### config.mk
export PLATFORM = sky130hd
export DESIGN_NAME = key_input_multi
export DESIGN_NICKNAME = d
export VERILOG_FILES = /design/src/rtl/key_input_multi.sv
export SDC_FILE = /design/constraint.sdc
export NUM_CORES = 1
export LEC_CHECK = 0
export ABC_AREA = 1
export CAP_MARGIN = 30
export CORE_ASPECT_RATIO = 0.6
export CORE_MARGIN = 8
export CORE_UTILIZATION = 40
export DETAILED_ROUTE_END_ITERATION = 16
export GPL_TIMING_DRIVEN = 0
export PLACE_DENSITY = 0.64
export SLEW_MARGIN = 20
export SYNTH_ARGS = -nofsm -noshare
export SYNTH_HDL_FRONTEND = slang
export SYNTH_SLANG_ARGS = --single-unit
### constraint.sdc
create_clock -name clk -period 2.35 [get_ports clk]
set_clock_uncertainty 0.05 [all_clocks]
set_input_delay 0.47 -clock clk [delete_from_list [all_inputs] [get_ports clk]]
set_output_delay 0.47 -clock clk [all_outputs]
set_load 0.1 [all_outputs]
### src/rtl/key_input_multi.sv
// key_input_multi: N-channel pushbutton front end.
// Each channel synchronises its raw key, debounces it, and emits one-cycle
// press/release pulses, a long-press level and optional auto-repeat pulses.
// Channels share nothing but the clock and reset.
module key_input_multi #(
    parameter int NUM_KEYS      = 4,
    parameter int ACTIVE_LOW    = 1,
    parameter int STABLE_CYCLES = 1000000,
    parameter int REPEAT_DELAY  = 25000000,
    parameter int REPEAT_RATE   = 5000000
) (
    input  logic                clk,
    input  logic                rst_n,
    input  logic [NUM_KEYS-1:0] key_raw,
    input  logic [NUM_KEYS-1:0] repeat_en,
    output logic [NUM_KEYS-1:0] key_level,
    output logic [NUM_KEYS-1:0] key_press,
    output logic [NUM_KEYS-1:0] key_release,
    output logic [NUM_KEYS-1:0] key_long
);

    localparam int HOLD_MAX = (REPEAT_DELAY > REPEAT_RATE) ? REPEAT_DELAY : REPEAT_RATE;
    localparam int CW       = $clog2(STABLE_CYCLES + 1);
    localparam int HW       = $clog2(HOLD_MAX + 1);

    localparam logic [CW-1:0] STABLE_LAST = CW'(STABLE_CYCLES - 1);
    localparam logic [HW-1:0] DELAY_LAST  = HW'(REPEAT_DELAY - 1);
    localparam logic [HW-1:0] RATE_LAST   = HW'(REPEAT_RATE - 1);

    // Folding polarity into the sampled value keeps the reset value of the
    // synchroniser (0) equal to "not pressed" for either key polarity.
    localparam logic INVERT = (ACTIVE_LOW != 0);

    typedef enum logic [1:0] {
        IDLE,
        HELD,
        REPEAT
    } hold_state_t;

    for (genvar k = 0; k < NUM_KEYS; k++) begin : g_key
        logic            sync_p0;
        logic            sync_p1;
        logic [CW-1:0]   cnt;
        logic            level;
        logic            flip;
        logic            press_evt;
        logic            release_evt;

        hold_state_t     state;
        hold_state_t     state_nxt;
        logic [HW-1:0]   hcnt;
        logic [HW-1:0]   hcnt_nxt;
        logic            press_r;
        logic            press_nxt;
        logic            release_r;
        logic            release_nxt;
        logic            long_r;
        logic            long_nxt;

        // Two-flop synchroniser on the polarity-normalised key (1 = pressed).
        always_ff @(posedge clk or negedge rst_n) begin
            if (!rst_n) begin
                sync_p0 <= 1'b0;
                sync_p1 <= 1'b0;
            end else begin
                sync_p0 <= key_raw[k] ^ INVERT;
                sync_p1 <= sync_p0;
            end
        end

        // The debounced level flips on the cycle the disagreement reaches
        // STABLE_CYCLES consecutive samples; the FSM sees that as an event.
        assign flip        = (sync_p1 != level) && (cnt == STABLE_LAST);
        assign press_evt   = flip &  sync_p1;
        assign release_evt = flip & ~sync_p1;

        // Debounce counter: any sample agreeing with the level restarts the count.
        always_ff @(posedge clk or negedge rst_n) begin
            if (!rst_n) begin
                cnt   <= '0;
                level <= 1'b0;
            end else if (sync_p1 == level) begin
                cnt <= '0;
            end else if (flip) begin
                cnt   <= '0;
                level <= sync_p1;
            end else begin
                cnt <= cnt + 1'b1;
            end
        end

        // Hold FSM state and registered pulse/level outputs.
        always_ff @(posedge clk or negedge rst_n) begin
            if (!rst_n) begin
                state     <= IDLE;
                hcnt      <= '0;
                press_r   <= 1'b0;
                release_r <= 1'b0;
                long_r    <= 1'b0;
            end else begin
                state     <= state_nxt;
                hcnt      <= hcnt_nxt;
                press_r   <= press_nxt;
                release_r <= release_nxt;
                long_r    <= long_nxt;
            end
        end

        // Hold FSM next state: release always beats a scheduled long/repeat event.
        always_comb begin
            state_nxt   = state;
            hcnt_nxt    = hcnt;
            press_nxt   = 1'b0;
            release_nxt = 1'b0;
            long_nxt    = long_r;
            case (state)
                IDLE: begin
                    if (press_evt) begin
                        press_nxt = 1'b1;
                        hcnt_nxt  = '0;
                        state_nxt = HELD;
                    end
                end
                HELD: begin
                    if (release_evt) begin
                        release_nxt = 1'b1;
                        long_nxt    = 1'b0;
                        hcnt_nxt    = '0;
                        state_nxt   = IDLE;
                    end else if (hcnt == DELAY_LAST) begin
                        long_nxt  = 1'b1;
                        press_nxt = repeat_en[k];
                        hcnt_nxt  = '0;
                        state_nxt = REPEAT;
                    end else begin
                        hcnt_nxt = hcnt + 1'b1;
                    end
                end
                REPEAT: begin
                    if (release_evt) begin
                        release_nxt = 1'b1;
                        long_nxt    = 1'b0;
                        hcnt_nxt    = '0;
                        state_nxt   = IDLE;
                    end else if (hcnt == RATE_LAST) begin
                        // Schedule runs regardless of repeat_en so re-enabling stays on grid.
                        press_nxt = repeat_en[k];
                        hcnt_nxt  = '0;
                    end else begin
                        hcnt_nxt = hcnt + 1'b1;
                    end
                end
                default: begin
                    state_nxt = IDLE;
                    hcnt_nxt  = '0;
                    long_nxt  = 1'b0;
                end
            endcase
        end

        assign key_level[k]   = level;
        assign key_press[k]   = press_r;
        assign key_release[k] = release_r;
        assign key_long[k]    = long_r;
    end

endmodule
==> impl_metrics.csv, run 1 <==
group,metric,value,unit
synth,synth_area,13200,µm²
place,port_buffers,25,
worst_setup_path,cp_top_family,"buffers and inverters",
sta,finalSetupViolCount,0,
outcome,outcome,"completed",
synth,synth_top_family_by_area,"simple AND/OR/NAND/NOR gates",
floorplan,fp.dieH,157,µm
clocking,clock_latency,0.54,ns
worst_setup_path,critPathMaxFanout,1,
sta,grt_setup_unrepaired,"false",
synth,postSynth.asyncResetShare,1.00,
power_and_ir_drop,p_switching,1.69,mW
global_route,antenna_found_initial,0,
floorplan,pin_count,26,
route,drt_first_pass_iters,5,
synth,synth_xor_area_frac,0.0511,
layout,layoutNonFillerInstCount,2309,
floorplan,dieArea,39200,µm²
power_and_ir_drop,peakVddDrop,431,µV
power_and_ir_drop,power.density,522,nW/µm²
global_route,grt_util_all_layers,0.160,
worst_setup_path,worstPathBufferInverterCount,2,
worst_setup_path,cp.arrival,1.79,ns
sta,final_hold_viol_count,0,
power_and_ir_drop,power.leakage,7.10,nW
layout,fin_area,14800,µm²
synth,synth_area_leaders,"dfrtp_1, nand2_1, nor2_1",
synth,synthFlopType,"dfrtp_1",
clocking,cts_tree,"built",
place,dp.cells,2265,
route,drc_errors,0,
worst_setup_path,worstReg2RegEnd,"g_key[2].hcnt[11]",
synth,yosysMostFrequentCell,"nand2_1",
clocking,cts_buffer_depth,3,
clocking,cts.sinks,212,
clocking,htree_levels,1,
route,via_per_inst,4.97,
synth,yosysWarnings,0,
place,hpwlAfterDp,22600,µm
sta,setup_slack,0.0437,ns
layout,drive_gt1_frac,0.110,
min_path,worstHoldEndpoint,"g_key[1].sync_p1",
worst_setup_path,cp-end-kind,"output pin",
min_path,hp-start,"g_key[1].sync_p0",
worst_setup_path,r2r_start,"g_key[2].hcnt[0]",
worst_setup_path,cp.required,1.83,ns
floorplan,row_count,51,
sta,period_minus_slack,2.31,ns
place,place_congestion,0.936,
global_route,grt_start_max_net_pins,77,
layout,nets,1902,
global_route,grt_pass1_vias,10900,
synth,synth-simple-area-share,0.392,
worst_setup_path,slowest_stage,"dlygate4sd2_1",
clocking,root_buffer,"clkbuf_16",
synth,synth_edf_count,0,
run,maxCapViolations,0,
floorplan,core-area,32500,µm²
route,first_iter_violations,1034,
sta,drv_slew,0,
floorplan,die_w,250,µm
synth,yosys.area.top_type,"dfrtp_1",
worst_setup_path,crit_chain,"buf_4 > dlygate4sd2_1",
global_route,gr-total-overflow,0,
worst_setup_path,max_stage_delay,0.84,ns
power_and_ir_drop,seq_power_share,0.477,
sta,relSlewSlack,0.368,
synth,syn_nets,1848,
place,place_area,14000,µm²
global_route,grt_pass1_wl,53900,µm
worst_setup_path,r2r_slack,0.23,ns
worst_setup_path,critical_path_class,"flop to output pin",
worst_setup_path,crit_path_start_kind,"flop",
clocking,cts_buffers,24,
layout,final_util,0.456,
synth,synth.ff_latch_count,212,
power_and_ir_drop,intPower,6.04,mW
synth,synthesis.instances,1814,
min_path,hold_path_depth,0,
power_and_ir_drop,combPwrFrac,0.023,
floorplan,initial_core_util,0.406,
synth,synth-compound-area-share,0.0425,
layout,nFillCells,3250,
power_and_ir_drop,clockPowerShare,0.499,
synth,postSynthAreaPerCell,7.27,µm²
clocking,post-cts-setup-buffer-count,0,
sta,max_freq,434,MHz
synth,yosys-top-cells-count,"nand2_1, nor2_1, dfrtp_1",
layout,area_delta_synth_final,12.3,%
place,post-place-ws,0.190,ns
synth,synthAdderAreaFrac,0.0228,
route,detail_route.wl_per_cell,13.3,µm
sta,timing.final.crit_share,0.981,
min_path,min_path_type,"flop to flop",
sta,fin_hold_ws,0.300,ns
clocking,cts.clk_slew.worst_paths,0.06,ns
route,drt.antenna.violating_nets,0,
worst_setup_path,worst-r2r-cell-count,13,
synth,synthMuxAreaShare,0,
synth,synth.top_cell.area_share,0.402,
route,vias,11500,
layout,diodes,0,
synth,synth.distinct_cells,41,
synth,seq_area_frac_synth,0.402,
power_and_ir_drop,swShare,0.219,
route,totalWireLength,30800,µm
sta,tightest_slew,0.952,ns
## routing by layer
| metal | up-vias | routed length (µm) | track usage |
|---|---|---|---|
| li1 | 5819 | - | - |
| met2 | 248 | 11700 | 0.218 |
| met4 | 0 | 408 | 0.0257 |
| met3 | 34 | 1640 | 0.0273 |
| met1 | 5367 | 17100 | 0.259 |
| met5 | - | 0 | 0 |
## state kept, by name, indices dropped and copies added (netlist names)
signal,flops
g_key.long_r,4
g_key.cnt,80
g_key.sync_p1,4
g_key.level,4
g_key.state,8
g_key.release_r,4
g_key.sync_p0,4
g_key.press_r,4
g_key.hcnt,100
## placed cells by master (no fill, tap or decap), drive strengths merged, types with 2 or more instances in the layout
master / synthesis / final
a31oi: 3 / 3
clkdlybuf4s50: 0 / 8
bufinv: 0 / 3
o21a: 2 / 2
ha: 24 / 24
nor3b: 11 / 11
nor4: 7 / 7
buf: 33 / 37
xnor2: 21 / 21
nand4: 45 / 45
inv: 224 / 224
xor2: 56 / 56
dfrtp: 212 / 212
clkbuf: 9 / 50
clkdlybuf4s15: 0 / 8
nand3b: 9 / 9
o21bai: 2 / 2
or2: 10 / 10
nand2: 560 / 560
clkinv: 3 / 7
nor2: 265 / 265
o21ai: 44 / 44
nor3: 54 / 54
nand3: 172 / 172
a21oi: 44 / 44
## final cells by class
| cell class | instances | area, µm² | share of cell area |
|---|---|---|---|
| repair buffers | 28 | 293 | 0.0198 |
| inverters | 227 | 852 | 0.0575 |
| multi-input cells | 1333 | 6710 | 0.453 |
| well taps | 424 | 531 | 0.0358 |
| plain buffers | 42 | 327 | 0.0220 |
| clock buffers | 35 | 672 | 0.0454 |
| clock inverters | 8 | 129 | 0.00870 |
| flip-flops and latches | 212 | 5310 | 0.358 |
## metrics by stage
stage                     setup TNS [ns]  total power, mW
after floorplan                        0             3.82
after global placement          -1833.98             3.94
after detailed placement               0             3.95
after CTS                              0             7.87
after global routing                   0             8.04
final                                  0             7.73
## repair_timing
action | 4_1_cts | 5_1_grt
endpoints found under the hold margin | 61 | 0
gates resized for setup | 32 | 11
endpoints found under the setup margin | 16 | 17
hold buffers | 1 | 0
## worst reg2reg max path, delay by kind of cell, from the launching register on
kind / cells / cell delay [ns]
buffers and inverters: 3 / 0.30
adders and majority gates: 1 / 0.21
DFF: 1 / 0.40
and+or+nand+nor: 9 / 1.02
## logic make-up (layout without fill, tap and decap cells)
family                   Yosys count  count (layout)
AO/OA/AOI/OAI                     99              99
XOR/XNOR                          77              77
adder cells (fa/ha/maj)           24              24
buffers and inverters            269             340
flip-flops                       212             212
AND/OR/NAND/NOR                 1133            1133
## power groups by stage
stage / clock (mW) / combinational, mW / sequential [mW]
3_5_place_dp: 0 / 0.188 / 3.76
2_1_floorplan: 0 / 0.0645 / 3.76
4_1_cts: 3.99 / 0.190 / 3.69
5_1_grt: 4.13 / 0.216 / 3.69
6_report: 3.86 / 0.181 / 3.69
3_3_place_gp: 0 / 0.174 / 3.76
## worst max path at each step
stage,to,cells past startpoint,from,slack [ns]
after floorplan,g_key[0].hcnt[14],13,g_key[0].hcnt[0],0.60
after global placement,g_key[1].cnt[15],1,rst_n,-8.68
after detailed placement,key_level[3],2,g_key[3].level,0.19
after CTS,key_release[3],2,g_key[3].release_r,0.002
after global routing,key_press[3],2,g_key[3].press_r,0.001
final,key_release[0],2,g_key[0].release_r,0.04
Note: power is estimated with default switching activity, not from simulation.
==> run 2, diff against run 1 <==
- GPL_TIMING_DRIVEN: 0 -> unset
==> run 2 against run 1 <==
Compared with the run above: combinational power about the same; largest power group is now registers; highest routed layer unchanged; global-route usage decreased by 0.58 points; core utilization decreased by 1.1 points.
==> impl_metrics.csv, run 2 (same netlist as run 1, synthesis figures left out) <==
group,metric,value,unit
route,totalWireLength,29700,µm
worst_setup_path,cp-end-kind,"flop",
clocking,post-cts-setup-buffer-count,0,
global_route,antenna_found_initial,0,
worst_setup_path,cp.arrival,2.42,ns
floorplan,initial_core_util,0.406,
power_and_ir_drop,peakVddDrop,441,µV
route,drc_errors,0,
clocking,clock_latency,0.52,ns
route,vias,11300,
layout,largest_reg_flops,100,
outcome,outcome,"completed",
clocking,cts_buffers,23,
floorplan,dieArea,39200,µm²
floorplan,row_count,51,
layout,top_register,"g_key.hcnt",
clocking,cts.sinks,212,
global_route,gr-total-overflow,0,
sta,fin_tns_setup,0,ns
sta,finalSetupViolCount,0,
sta,max_freq,482,MHz
layout,layoutNonFillerInstCount,2271,
worst_setup_path,critPathMaxFanout,25,
layout,diodes,0,
global_route,grt_util_all_layers,0.154,
sta,drv_slew,0,
run,maxCapViolations,0,
floorplan,die_w,250,µm
sta,period_minus_slack,2.07,ns
clocking,cts.clk_slew.worst_paths,0.06,ns
layout,nets,1867,
floorplan,fp.dieH,157,µm
place,dp.cells,2231,
power_and_ir_drop,power.total,7.37,mW
worst_setup_path,crit_path_start_kind,"flop",
global_route,grt_pass1_wl,51800,µm
floorplan,pin_count,26,
clocking,htree_levels,1,
sta,relSlewSlack,0.526,
clocking,cts.repair.resized,0,
worst_setup_path,critical_path_class,"flop to flop",
clocking,cts_tree,"built",
sta,grt_setup_unrepaired,"false",
route,first_iter_violations,946,
power_and_ir_drop,power.leakage,6.92,nW
place,place_congestion,0.912,
power_and_ir_drop,power.density,510,nW/µm²
floorplan,core-area,32500,µm²
route,drt.antenna.violating_nets,0,
place,port_buffers,25,
sta,timing.final.crit_share,0.883,
place,hpwlAfterDp,21500,µm
clocking,root_buffer,"clkbuf_16",
sta,final_hold_viol_count,0,
layout,top_regs,"g_key.hcnt: 100 flops, g_key.cnt: 80 flops, g_key.state: 8 flops",
layout,area_delta_synth_final,9.54,%
clocking,cts_buffer_depth,3,
route,detail_route.wl_per_cell,13.1,µm
sta,tightest_slew,0.710,ns
route,drt_first_pass_iters,5,
layout,mostFrequentLayoutCell,"nand2_1",
layout,drive_gt1_frac,0.100,
worst_setup_path,cp.required,2.70,ns
min_path,min_path_type,"flop to flop",
layout,final_cell_mix,"nand2_1, nor2_1, dfrtp_1",
route,via_per_inst,4.99,
global_route,grt_start_max_net_pins,53,
global_route,grt_pass1_vias,10400,
run 2: cell types whose count changed in the layout (fill, tap and decap cells not counted), moves of 3 or more:
cell	change
buf_12	+3
buf_4	+4
buf_6	-13
bufinv_16	-3
clkbuf_1	-13
clkbuf_2	-7
clkbuf_8	+4
clkdlybuf4s15_1	-3
clkdlybuf4s15_2	-5
run 2: report_power, final:
| part | internal, mW | switching [mW] |
|---|---|---|
| Sequential | 3.67 | 0.0173 |
| Combinational | 0.0527 | 0.131 |
| Clock | 2.01 | 1.48 |
run 2: per-layer routing:
metal,track usage,vias to the layer above,routed length (µm)
li1,-,5762,-
met1,0.248,5238,16100
met2,0.208,296,11200
met3,0.0250,31,1860
met4,0.0337,0,500
met5,0,-,0
run 2: through the flow:
step	util	hold WS [ns]	area [µm²]	setup WS (ns)
global placement	0.422	0.283	13700	0.351
floorplan	-	0.124	13200	0.600
global route	0.445	0.308	14400	0.0205
finish	0.445	0.296	14400	0.276
CTS	0.445	0.300	14400	0.290
detailed placement	0.422	0.285	13700	0.291
run 2: final timing paths:
| check | startpoint | endpoint | slack (ns) | cells past startpoint |
|---|---|---|---|---|
| worst min register to register | g_key[0].sync_p0 | g_key[0].sync_p1 | 0.30 | 0 |
| worst max-delay path | g_key[0].hcnt[0] | g_key[0].hcnt[5] | 0.28 | 12 |
| worst min-delay path | g_key[0].sync_p0 | g_key[0].sync_p1 | 0.30 | 0 |
| worst max register to register | g_key[0].hcnt[0] | g_key[0].hcnt[5] | 0.28 | 12 |
| min in group asynchronous | rst_n | g_key[0].hcnt[23] | 0.41 | 2 |
| max in group asynchronous | rst_n | g_key[3].hcnt[18] | 1.20 | 3 |
run 2: layout make-up:
type | count | area (µm²)
sequential | 212 | 5310
inverter | 227 | 852
clock buffer | 33 | 683
tap | 424 | 531
clock inverter | 6 | 33.8
timing repair buffer | 36 | 338
multi-input combinational | 1333 | 6710
fill | 3214 | 18000
run 2: timing repair:
action,CTS,global route
hold buffers,1,0
hold endpoints to repair,44,0
setup endpoints to repair,0,0
run 2: critical path, cell delays in order (launching register included):
cell     delay (ns)
dfrtp_1        0.39
ha_1           0.23
nand2_1        0.07
inv_1          0.08
nand2_1        0.12
nor2_1         0.20
inv_1          0.11
nor2_4         0.15
inv_1          0.08
nand2_4        0.09
nand2_4        0.18
nand3_1        0.14
nand2_1        0.06
==> run 3, diff against run 2 <==
--- a/config.mk
+++ b/config.mk
@@ -10,7 +10,7 @@
 export CORE_ASPECT_RATIO = 0.6
 export CORE_MARGIN = 8
-export CORE_UTILIZATION = 40
+export CORE_UTILIZATION = 55
 export DETAILED_ROUTE_END_ITERATION = 16
-export PLACE_DENSITY = 0.64
+export PLACE_DENSITY = 0.81
 export SLEW_MARGIN = 20
 export SYNTH_ARGS = -nofsm -noshare
--- a/constraint.sdc
+++ b/constraint.sdc
@@ -3,3 +3,3 @@
 set_input_delay 0.47 -clock clk [delete_from_list [all_inputs] [get_ports clk]]
 set_output_delay 0.47 -clock clk [all_outputs]
-set_load 0.1 [all_outputs]
+set_load 0.05 [all_outputs]
==> run 3 against run 2 <==
Compared with the run above: via count grew 1.2%; worst setup slack worse by 0.18 ns; die area fell by 25%; highest routed layer unchanged.
==> impl_metrics.csv, run 3 (same netlist as run 1, synthesis figures left out) <==
group,metric,value,unit
sta,max_freq,445,MHz
route,first_iter_violations,1005,
power_and_ir_drop,peakVddDrop,497,µV
layout,nets,1866,
worst_setup_path,cp.arrival,1.73,ns
power_and_ir_drop,power.leakage,6.87,nW
min_path,min_path_type,"flop to flop",
worst_setup_path,r2r_slack,0.31,ns
worst_setup_path,max_stage_delay,0.83,ns
sta,setup_slack,0.101,ns
worst_setup_path,cp_top_family,"buffers and inverters",
global_route,grt_pass1_wl,49900,µm
worst_setup_path,r2r_start,"g_key[0].cnt[0]",
worst_setup_path,cp.required,1.83,ns
sta,period_minus_slack,2.25,ns
run,maxCapViolations,0,
power_and_ir_drop,power.density,511,nW/µm²
layout,top_regs,"g_key.hcnt: 100 flops, g_key.cnt: 80 flops, g_key.state: 8 flops",
floorplan,dieArea,29400,µm²
worst_setup_path,cp-end-kind,"output pin",
worst_setup_path,startpoint,"g_key[2].level",
sta,grt_setup_unrepaired,"false",
place,hpwlAfterDp,21200,µm
layout,diodes,0,
floorplan,initial_core_util,0.553,
clocking,cts_buffer_depth,3,
global_route,grt_start_max_net_pins,66,
sta,final_hold_viol_count,0,
clocking,htree_levels,1,
floorplan,row_count,44,
route,drt.antenna.violating_nets,0,
sta,relSlewSlack,0.547,
outcome,outcome,"completed",
floorplan,fp.dieH,136,µm
clocking,post-cts-setup-buffer-count,0,
route,via_per_inst,5.29,
place,place_area,13600,µm²
clocking,cts.sinks,212,
worst_setup_path,worstReg2RegEnd,"g_key[0].hcnt[2]",
route,totalWireLength,29100,µm
clocking,cts_tree,"built",
worst_setup_path,endpoint,"key_level[2]",
route,detail_route.wl_per_cell,13.4,µm
worst_setup_path,critical_path_class,"flop to output pin",
clocking,clock_latency,0.51,ns
worst_setup_path,crit_path_start_kind,"flop",
sta,tightest_slew,0.678,ns
worst_setup_path,worstPathBufferInverterCount,1,
layout,drive_gt1_frac,0.0900,
clocking,root_buffer,"clkbuf_16",
place,post-place-ws,0.339,ns
clocking,cts_hold_buf,1,
layout,area_delta_synth_final,8.73,%
worst_setup_path,slowest_stage,"clkdlybuf4s50_1",
global_route,antenna_found_initial,0,
place,place_congestion,0.987,
clocking,cts.repair.resized,0,
sta,fin_hold_ws,0.299,ns
layout,top_register,"g_key.hcnt",
layout,mostFrequentLayoutCell,"nand2_1",
global_route,gr-total-overflow,0,
layout,fin_area,14300,µm²
power_and_ir_drop,power.total,7.32,mW
floorplan,pin_count,26,
route,drc_errors,0,
clocking,cts_buffers,21,
sta,fin_tns_setup,0,ns
sta,drv_slew,0,
sta,timing.final.crit_share,0.957,
worst_setup_path,critPathMaxFanout,4,
layout,largest_reg_flops,100,
clocking,cts.clk_slew.worst_paths,0.06,ns
worst_setup_path,cp.depth,1,
route,vias,11500,
global_route,grt_util_all_layers,0.197,
worst_setup_path,crit_chain,"clkdlybuf4s50_1",
floorplan,die_w,216,µm
layout,final_cell_mix,"nand2_1, nor2_1, dfrtp_1",
place,port_buffers,25,
global_route,grt_pass1_vias,10400,
sta,finalSetupViolCount,0,
floorplan,core-area,23800,µm²
worst_setup_path,worst-r2r-cell-count,11,
route,drt_first_pass_iters,6,
## run 3: cell types whose count changed in the layout (fill, tap and decap cells not counted), sizes merged
cell           delta
clkdlybuf4s50    +16
buf              -15
inv               +1
clkbuf            -2
bufinv            +2
clkinv            -4
## run 3: metrics by stage
| stage | std cells | utilization |
|---|---|---|
| after floorplan | 1814 | - |
| after global placement | 2130 | 0.572 |
| after detailed placement | 2130 | 0.572 |
| after CTS | 2167 | 0.602 |
| after global routing | 2167 | 0.602 |
| final | 2167 | 0.602 |
## run 3: routing by layer
layer  vias up  wire (µm)  track usage
li1       5747          -            -
met1      5339      14900        0.306
met2       337      11800        0.283
met3        37       2020       0.0329
met4         0        389       0.0367
met5         -          0            0
## run 3: final cells by class
type                            instances  area (µm²)
Fill cell                            2108        9500
Clock inverter                          5        78.8
Sequential cell                       212        5310
Clock buffer                           31         623
Multi-Input combinational cell       1333        6710
Inverter                              227         852
Timing Repair Buffer                   37         373
Tap cell                              322         403
## run 3: worst min-delay path by stage
stage	start	cells past startpoint	to	slack (ns)
final	g_key[0].sync_p0	0	g_key[0].sync_p1	0.30
after global routing	g_key[1].sync_p0	0	g_key[1].sync_p1	0.31
after CTS	g_key[2].sync_p0	0	g_key[2].sync_p1	0.30
after detailed placement	g_key[2].sync_p0	0	g_key[2].sync_p1	0.29
after global placement	g_key[2].sync_p0	0	g_key[2].sync_p1	0.28
after floorplan	rst_n	0	g_key[0].cnt[0]	0.12
## run 3: report_power, final
group,total [mW],switching [mW],internal (mW)
logic,0.181,0.130,0.0503
clock network,3.45,1.40,2.05
registers,3.69,0.0179,3.67
